===== src/rtl/uart_pkg.sv =====
// uart_pkg: shared types and constants for the UART transmit controller.
package uart_pkg;
    localparam int DIV_W = 16;
    localparam logic [DIV_W-1:0] DEFAULT_DIV = 16'd434;
    typedef enum logic [2:0] {IDLE, SYNC, START, DATA, PARITY, STOP} state_e;
    function automatic logic parity_of(input logic [7:0] data, input logic odd);
        return (^data) ^ odd;
    endfunction
    // A zero divisor would make the generator wrap at 65536, so it is treated as 1.
    function automatic logic [DIV_W-1:0] clamp_div(input logic [DIV_W-1:0] div);
        return (div == '0) ? {{(DIV_W-1){1'b0}}, 1'b1} : div;
    endfunction
endpackage


===== src/rtl/uart_tx_ctrl.sv =====
// uart_tx_ctrl: UART transmit sequencer and owner of the baud generator divisor.
// Defining UART_TX_PARITY_EN adds the parity_odd input and a parity bit after the data.
module uart_tx_ctrl #(
    parameter int DATA_BITS = 8,
    parameter int STOP_BITS = 1,
    parameter logic [uart_pkg::DIV_W-1:0] DEFAULT_DIV = uart_pkg::DEFAULT_DIV
) (
    input  logic                       clk,
    input  logic                       rst,
    input  logic [uart_pkg::DIV_W-1:0] cfg_divisor,
    input  logic                       cfg_load,
    output logic [uart_pkg::DIV_W-1:0] baud_rate,
    input  logic                       next_bit,
    input  logic [DATA_BITS-1:0]       tx_data,
    input  logic                       tx_valid,
`ifdef UART_TX_PARITY_EN
    input  logic                       parity_odd,
`endif
    output logic                       tx_ready,
    output logic                       txd,
    output logic                       busy
);
    import uart_pkg::*;

    state_e               state_q, state_d;
    logic [DATA_BITS-1:0] shift_q, shift_d;
    logic [2:0]           cnt_q, cnt_d;
    logic                 txd_q, txd_d;
    logic [DIV_W-1:0]     div_q, div_d, pend_div_q, pend_div_d;
    logic                 pend_q, pend_d;
    logic                 accept, last_data, last_stop, end_bit;

    assign accept    = tx_valid & (state_q == IDLE);
    assign last_data = cnt_q == 3'(DATA_BITS - 1);
    assign last_stop = cnt_q == 3'(STOP_BITS - 1);

`ifdef UART_TX_PARITY_EN
    localparam state_e AFTER_DATA = PARITY;
    logic par_q;
    always_ff @(posedge clk or posedge rst) begin
        if (rst) par_q <= 1'b0;
        else if (accept) par_q <= parity_of(8'(tx_data), parity_odd);
    end
    assign end_bit = par_q;
`else
    localparam state_e AFTER_DATA = STOP;
    assign end_bit = 1'b1;
`endif

    always_ff @(posedge clk or posedge rst) begin
        if (rst) begin
            state_q    <= IDLE;
            shift_q    <= '0;
            cnt_q      <= '0;
            txd_q      <= 1'b1;
            div_q      <= DEFAULT_DIV;
            pend_q     <= 1'b0;
            pend_div_q <= '0;
        end else begin
            state_q    <= state_d;
            shift_q    <= shift_d;
            cnt_q      <= cnt_d;
            txd_q      <= txd_d;
            div_q      <= div_d;
            pend_q     <= pend_d;
            pend_div_q <= pend_div_d;
        end
    end

    always_comb begin
        state_d = state_q;
        case (state_q)
            IDLE:    state_d = accept ? SYNC : IDLE;
            SYNC:    state_d = next_bit ? START : SYNC;
            START:   state_d = next_bit ? DATA : START;
            DATA:    state_d = (next_bit && last_data) ? AFTER_DATA : DATA;
            PARITY:  state_d = next_bit ? STOP : PARITY;
            STOP:    state_d = (next_bit && last_stop) ? IDLE : STOP;
            default: state_d = IDLE;
        endcase
    end

    always_comb begin
        txd_d      = txd_q;
        shift_d    = shift_q;
        cnt_d      = cnt_q;
        div_d      = div_q;
        pend_d     = pend_q;
        pend_div_d = pend_div_q;
        if (state_q == IDLE) begin
            txd_d = 1'b1;
            if (accept) shift_d = tx_data;
            if (cfg_load) div_d = clamp_div(cfg_divisor);
        end else begin
            if (next_bit) begin
                case (state_q)
                    SYNC:   txd_d = 1'b0;
                    START: begin
                        txd_d = shift_q[0];
                        cnt_d = '0;
                    end
                    DATA: begin
                        shift_d = shift_q >> 1;
                        txd_d   = last_data ? end_bit : shift_q[1];
                        cnt_d   = last_data ? 3'd0 : cnt_q + 3'd1;
                    end
                    PARITY: txd_d = 1'b1;
                    default: begin
                        txd_d = 1'b1;
                        cnt_d = cnt_q + 3'd1;
                    end
                endcase
            end
            if (cfg_load) begin
                pend_d     = 1'b1;
                pend_div_d = cfg_divisor;
            end
            // A load in the final stop cycle still wins over the older pending value.
            if (state_d == IDLE) begin
                pend_d = 1'b0;
                if (cfg_load | pend_q) div_d = clamp_div(cfg_load ? cfg_divisor : pend_div_q);
            end
        end
    end

    assign tx_ready  = state_q == IDLE;
    assign busy      = state_q != IDLE;
    assign txd       = txd_q;
    assign baud_rate = div_q;
endmodule


===== config.mk =====
export PLATFORM = sky130hd
export DESIGN_NAME = uart_tx_ctrl
export DESIGN_NICKNAME = d
export VERILOG_FILES = /design/src/rtl/uart_pkg.sv /design/src/rtl/uart_tx_ctrl.sv
export SDC_FILE = /design/constraint.sdc
export NUM_CORES = 1
export LEC_CHECK = 0
export CAP_MARGIN = 30
export CORE_MARGIN = 4
export CORE_UTILIZATION = 35
export CTS_CLUSTER_SIZE = 14
export DETAILED_ROUTE_END_ITERATION = 10
export PLACE_DENSITY = 0.64
export REMOVE_ABC_BUFFERS = 1
export SETUP_SLACK_MARGIN = 0.4
export SLEW_MARGIN = 15
export SYNTH_ARGS = -nofsm -noshare
export SYNTH_HDL_FRONTEND = slang
export SYNTH_SLANG_ARGS = --single-unit

===== constraint.sdc =====
create_clock -name clk -period 2.4 [get_ports clk]
set_input_delay 0.48 -clock clk [delete_from_list [all_inputs] [get_ports clk]]
set_output_delay 0.48 -clock clk [all_outputs]
set_load 0.005 [all_outputs]

# == Yosys cells after proc, flatten, opt, wreduce, memory -nomap -nowiden ==
# Cells that the tools add are included.
# classes
addsub,1
n_eq_ne,8
mux,26
bitwise,4
reduce_logical,18
# op_table
operator,n
16-bit 2-to-1 mux,7
16-bit logical NOT,2
8-bit 2-to-1 mux,4
3-bit case mux with 6 select lines,1
2-bit nonzero test,5
"3-bit == test, second input constant",3
3-bit logical NOT,3
3-bit 2-to-1 mux,3
3-bit case mux with 3 select lines,1
3-bit AND reduction,3
1-bit 2-to-1 mux,8
"3-bit by 2-bit == test with 1-bit output, second input constant",2
"3-bit by 1-bit adder with 3-bit output, second input constant",1
"3-bit by 1-bit == test with 1-bit output, second input constant",1
1-bit case mux with 3 select lines,1
3-bit nonzero test,1
1-bit logical AND,2
2-bit 2-to-1 mux,1
"2-bit by 1-bit != test with 1-bit output, second input constant",1
"2-bit != test, second input constant",1
1-bit inverter,2
2-bit AND reduction,1
2-bit OR reduction,1
1-bit bitwise AND,1
1-bit OR,1
# word_totals
reg_bits,48
inputBits,29
out_inout_bits,19
wordCells,64

# == Longest topological paths before layout ==
# Gate-level depths: netlist (run 1).
# depth
word_depth,7
depth_mapped,8
mapped_depth_nobuf,7

# == Worst setup path before layout (run 1) ==
# OpenSTA, ideal clock, no wires.
# synth_timing
kind,input to register
startpoint,in cfg_divisor[11] (netlist name)
endpoint,reg div_q[15] (netlist: baud_rate[15])
setup_time_ns,0.137
arrival_ns,1.745
t_required_ns,2.263
path_slack_ns,0.518
path_stages,5
n_path_buf,0
path_cell_list,or4_1 > nor4_4 > a21oi_2 > a22oi_1 > a21oi_1
# synth_between
elab_chain_len,6
word_cells_on_any_way,9
classes_between,mux: 7; reduce/logical: 2
# synth_lines
item,line,rtl
start: declaration,uart_tx_ctrl.sv:10,"input logic [uart_pkg::DIV_W-1:0] cfg_divisor,"
16-bit 2-to-1 mux,-,
16-bit logical NOT,uart_pkg.sv:11,"return (div == '0) ? {{(DIV_W-1){1'b0}}, 1'b1} : div;"
16-bit 2-to-1 mux,uart_pkg.sv:11,
16-bit 2-to-1 mux,uart_tx_ctrl.sv:121,if (cfg_load | pend_q) div_d = clamp_div(cfg_load ? cfg_divisor : pend_div_q);
16-bit 2-to-1 mux,uart_tx_ctrl.sv:119,if (state_d == IDLE) begin
16-bit 2-to-1 mux *,uart_tx_ctrl.sv:90,if (state_q == IDLE) begin
end signal: assignment,uart_tx_ctrl.sv:64,div_q <= div_d;
end: declaration,uart_tx_ctrl.sv:29,"logic [DIV_W-1:0] div_q, div_d, pend_div_q, pend_div_d;"
# Every way passes the cells marked *; elsewhere a longest branch is shown, timed or not. The select of a mux whose other input is x is not followed.
# A chain may end at the register's enable or synchronous reset.

# == Final worst setup path (run 1) ==
# layout_timing
startpoint,in cfg_divisor[5] (netlist name)
endpoint,reg div_q[10] (netlist: baud_rate[10])
# The elaborated chain is that of the path after synthesis.

==> impl_metrics.yaml, run 1 <==
run_status:
  status: "completed"
setup_path:
  cpMaxStageDelayCell: "or4_4"
  path_buf_inv: 2
  reg2reg_slack_ns: 0.66
  crit_chain: "clkdlybuf4s50_1, or4_4, nor4_4, buf_4, a21oi_4, a22oi_1, a21oi_1"
  path_max_fanout: 5
  cpPeakStageDelay_ns: 0.56
  start_kind: "primary input"
  worstSetupPathType: "in2reg"
  worst-endpoint-arrival_ns: 2.15
  critPathTopFamily: "simple AND/OR/NAND/NOR gates"
  required_ns: 2.59
  worst_setup_path_end_kind: "flip-flop"
detailed_routing:
  antenna_left: 0
  num_vias: 1975
  drt_iter0_drc: 83
  via_per_inst: 5.17
  wirelength_mm: 5.37
  wl_per_cell_um: 14.1
  firstDrtPassIters: 4
  route.detailed.drc: 0
power_and_ir_drop:
  p_leak_nw: 1.37
  p_per_area_nw_per_um2: 990
  peakVddDrop_mv: 0.501
timing:
  fmax_mhz: 512
  hold_ws_ns: 0.506
  rsz0062_at_grt: "no"
  fin_skew_ns: 0.00635
  maxSlewViolCount: 0
  setup-violations-final: 0
  hold_viol: 0
  worst_pin_slew_ns: 0.518
  slew_headroom: 0.654
  period_share: 0.814
  period_minus_slack_ns: 1.95
logic_synthesis:
  netlist.area_leader.share: 0.447
  yosys.area.top_type: "dfrtp_1"
  yosys.cell_count.top_type: "dfrtp_1"
  synthArstFlopShare: 1.00
  synth_edf_count: 0
  mappedNetlistArea_sq_um: 2350
  synthTopCellsByArea: "dfrtp_1 45%, dfstp_2 6.7%, mux2_2 5.3%"
  ys_warn_count: 0
  synth.top_cells.by_count: "42 x dfrtp_1, 28 x nor2_1, 24 x nand2_1"
  syn_avg_cell_area_sq_um: 9.92
  ys_ff_latch: 48
  synthCells: 237
  ys_seq_area_frac: 0.514
  ys_types: 35
  synthFlopType: "dfrtp_1"
clocking:
  clock-root-buffer: "clkbuf_8"
  path_clk_slew_ns: 0.09
  cts_made_buffers: 5
  clock_latency_ns: 0.30
  cts.path.max_buffers: 2
  clock_sinks: 48
  cts_hold_buf: 0
  cts_htree_levels: 2
  cts_tree: "built"
placement:
  place_hpwl_mm: 3.70
  gp_congestion: 0.782
  placed_area_sq_um: 3040
  portBuffers: 47
layout:
  area_delta_synth_final_pct: 36.8
  layout.nets: 336
  nFillCells: 597
  multi_input_area_sq_um: 1110
  ff_latch_area_sq_um: 1210
  diodes: 0
  design_area_sq_um: 3220
  drive_gt1_frac: 0.223
floorplan:
  placement_rows: 29
  die_width_um: 90.0
  coreArea_sq_um: 6420
  ios: 48
  start_util: 0.366
  die_height_um: 90.0
  die-area_sq_um: 8090
global_route:
  grt_pass1_vias: 2009
  antenna_found_initial: 0
  grt_use_total: 0.139
  grt_max_degree: 27
  grt_overflow: 0
  grt_pass1_wl_mm: 9.37
min_path:
  hp-class: "reg2reg"
flow_run:
  maxCapViolations: 0
## final cells by class
class | count | area share
timing repair buffer | 73 | 0.206
inverter | 9 | 0.0113
tap | 77 | 0.0300
clock buffer | 6 | 0.0257
sequential | 48 | 0.376
clock inverter | 2 | 0.00467
multi-input combinational | 167 | 0.346
## worst register-to-register path: cells and delay by family (launching register included)
family	cells	cell delay (ns)
AO/OA/AOI/OAI	3	0.45
flip-flops	1	0.40
AND/OR/NAND/NOR	2	0.84
## path summary, 6_finish.rpt
check,startpoint,to,cells past startpoint
setup / recovery,cfg_divisor[5],baud_rate[10],7
hold reg to reg,baud_rate[1],baud_rate[1],2
setup reg to reg,pend_div_q[2],baud_rate[0],5
min in group asynchronous,rst,shift_q[2],2
hold / removal,baud_rate[1],baud_rate[1],2
max in group asynchronous,rst,baud_rate[4],3
## repair_timing
action                     in CTS  in global routing
cloned                          1                  0
pin swaps                       8                  0
setup endpoints to repair      13                  3
resized for setup              25                  3
setup buffers                   4                  0
## where the power goes
part           switching, mW  internal [mW]
Sequential             0.187           1.15
Combinational          0.615          0.722
Clock                  0.279          0.234
## layout by cell type (no fill, tap or decap), types with 2 or more instances in the layout
cell type	instances
a21oi_1	21
a21oi_4	2
a22oi_1	7
a22oi_2	3
a31oi_1	8
buf_4	24
clkbuf_8	6
clkdlybuf4s50_1	32
clkinvlp_4	2
dfrtp_1	41
dfstp_2	6
dlygate4sd2_1	15
ha_1	3
inv_1	7
mux2_1	5
mux2_2	11
mux2i_1	6
nand2_1	24
nand2b_1	2
nand3_1	4
nor2_1	28
nor2b_1	2
o211a_1	2
o21ai_0	13
o21ai_1	2
o22ai_1	2
or4_1	5
or4_4	4
## metal layers
metal | routed length, um | track usage
met1 | 2590 | 0.185
met2 | 2440 | 0.225
met3 | 289 | 0.0367
met4 | 48 | 0.0357
met5 | 0 | 0
## registers in the layout, indices dropped and copies added, names as in the netlist
name	cells
cnt_q	3
txd	1
pend_div_q	16
pend_q	1
shift_q	8
baud_rate	16
state_q	3
## logic make-up after synthesis
group / after synthesis / share of synthesized area
multiplexers: 22 / 0.102
AO/OA/AOI/OAI: 64 / 0.163
AND/OR/NAND/NOR: 77 / 0.164
buffers and inverters: 23 / 0.0399
adder cells (fa/ha/maj): 3 / 0.0160
flip-flops: 48 / 0.514
## per-stage QoR
stage                     instances  power [mW]  setup slack [ns]  TNS, ns   util
after floorplan                 223        2.04            -0.492    -4.20      -
after global placement          369        2.64           -0.0528   -0.421  0.473
after detailed placement        369        2.67           -0.0885   -0.715  0.473
after CTS                       382        3.22             0.451        0  0.498
after global routing            382        3.45             0.402        0  0.501
final                           382        3.18             0.447        0  0.501
Power figures use the tool's default switching activity.
==> inputs of run 2 (changes only) <==
clock period = 1.9 ns   (was 2.4 ns; I/O delays follow)
==> run 2 against run 1 <==
Effect of this change:
- critical path depth decreased by 2
- critical path type is now reg2reg
- worst setup slack got worse by 0.36 ns
- power increased by 53%
- die area unchanged
- largest power group is now combinational logic
- non-clock buffer count increased by 36
- final cell count increased by 9.4%
- clock power increased by 19%
- largest cell class is now multi-input gates
- sequential share of layout area decreased by 6.6 points
- count of clock-buffer cells in the layout unchanged
==> impl_metrics.yaml, run 2 (synthesis gave the netlist of run 1 again) <==
global_route:
  grt_overflow: 0
  grt_max_degree: 49
  grt_pass1_vias: 2336
  antenna_found_initial: 0
  grt_pass1_wl_mm: 10.9
  grt_use_total: 0.163
layout:
  drive_gt1_frac: 0.475
  final_cell_mix: "44 x buf_4, 42 x dfrtp_1, 23 x nand2_1"
  area_delta_synth_final_pct: 65.7
  stdcell_count: 418
  design_area_sq_um: 3900
  diodes: 0
  final_common_cell: "buf_4"
  fin_util: 0.607
  layout.nets: 372
  nFillCells: 538
setup_path:
  worst_setup_path_end_kind: "flip-flop"
  cpMaxStageDelayCell: "or4_4"
  crit-reg2reg-launch: "pend_div_q[1]"
  crit_chain: "or4_4, nor4_4, a21oi_2, o2111ai_2, o211a_1"
  cpPeakStageDelay_ns: 0.55
  reg2reg_slack_ns: 0.09
  worst_r2r_path_depth: 5
  required_ns: 2.14
  start_kind: "flip-flop"
  r2r_end: "baud_rate[0]"
  worst-endpoint-arrival_ns: 2.05
  worstSetupPathType: "reg2reg"
  path_max_fanout: 3
run_status:
  status: "completed"
floorplan:
  ios: 48
  die_width_um: 90.0
  die-area_sq_um: 8090
  placement_rows: 29
  start_util: 0.366
  die_height_um: 90.0
  coreArea_sq_um: 6420
clocking:
  cts_hold_buf: 0
  clock-root-buffer: "clkbuf_8"
  cts_tree: "built"
  cts_htree_levels: 2
  cts_made_buffers: 5
  cts.path.max_buffers: 2
  clock_latency_ns: 0.30
  clock_sinks: 48
  path_clk_slew_ns: 0.10
placement:
  place_ws_ns: -0.492
  portBuffers: 47
  place_hpwl_mm: 3.94
  gp_congestion: 0.804
  place_inst: 379
  placed_area_sq_um: 3130
power_and_ir_drop:
  p_per_area_nw_per_um2: 1250
  peakVddDrop_mv: 0.582
  p_leak_nw: 1.70
  total_power_mw: 4.88
timing:
  rsz0062_at_grt: "yes"
  setup-violations-final: 0
  timing.setup.tns_ns: 0
  fin_skew_ns: 0.0122
  maxSlewViolCount: 0
  slew_headroom: 0.812
  timing.final.ws_setup_ns: 0.0914
  period_minus_slack_ns: 1.81
  hold_ws_ns: 0.402
  fmax_mhz: 553
  worst_pin_slew_ns: 0.281
  hold_viol: 0
  period_share: 0.952
detailed_routing:
  firstDrtPassIters: 4
  num_vias: 2243
  via_per_inst: 5.37
  antenna_left: 0
  wl_per_cell_um: 16.8
  wirelength_mm: 7.01
  route.detailed.drc: 0
  drt_iter0_drc: 98
min_path:
  hp-class: "in2reg"
  whs_endpoint: "pend_div_q[14]"
  holdCritStartpoint: "cfg_divisor[14]"
  hold_path_depth: 3
flow_run:
  maxCapViolations: 0
run 2: changes by cell type in the layout (fill, tap and decap cells not counted), moves of 8 or more:
cell / before / now
buf_4: 24 / 44
nor2_1: 28 / 13
buf_2: 0 / 9
mux2_4: 0 / 15
buf_6: 1 / 9
a21oi_2: 1 / 13
mux2_2: 11 / 1
a21oi_1: 21 / 7
nor2_4: 0 / 15
clkdlybuf4s50_1: 32 / 11
run 2: how the worst max path moves through the flow:
| stage | cells past startpoint | end | startpoint | slack, ns |
|---|---|---|---|---|
| after global routing | 5 | baud_rate[0] | pend_div_q[1] | 0.06 |
| after CTS | 5 | baud_rate[0] | pend_div_q[15] | 0.21 |
| after global placement | 6 | baud_rate[12] | cfg_divisor[0] | -0.45 |
| final | 5 | baud_rate[0] | pend_div_q[1] | 0.09 |
| after detailed placement | 6 | baud_rate[9] | cfg_divisor[0] | -0.49 |
| after floorplan | 5 | baud_rate[0] | state_q[1] | -0.99 |
run 2: routing by layer:
layer	track usage	wire [um]	vias to the layer above
li1	-	-	1058
met1	0.204	3040	1126
met2	0.283	3620	51
met3	0.0342	266	8
met4	0.0510	84	0
met5	0	0	-
run 2: timing repair:
action	CTS	global route
endpoints found under the setup margin	51	43
gates cloned	4	1
gates resized for setup	119	81
buffers inserted	18	8
pin swaps	22	11
run 2: layout make-up:
type                            count  area (sq um)  share of cell area
Tap cell                           77          96.3              0.0247
Timing Repair Buffer              109          1030               0.265
Clock inverter                      2          12.5             0.00321
Clock buffer                        6          72.6              0.0186
Sequential cell                    48          1210               0.310
Multi-Input combinational cell    167          1440               0.369
Inverter                            9          36.3             0.00931
run 2: worst max-delay path, delay by kind of cell (launching register included):
kind | cells | cell delay (ns)
flip-flops | 1 | 0.42
AO/OA/AOI/OAI | 3 | 0.50
AND/OR/NAND/NOR | 2 | 0.83
run 2: power breakdown:
group          internal (mW)  switching (mW)  leakage [nW]  total (mW)
Clock                  0.258           0.354        0.0412       0.613
Sequential              1.45           0.308         0.540        1.76
Combinational           1.38            1.13          1.12        2.51
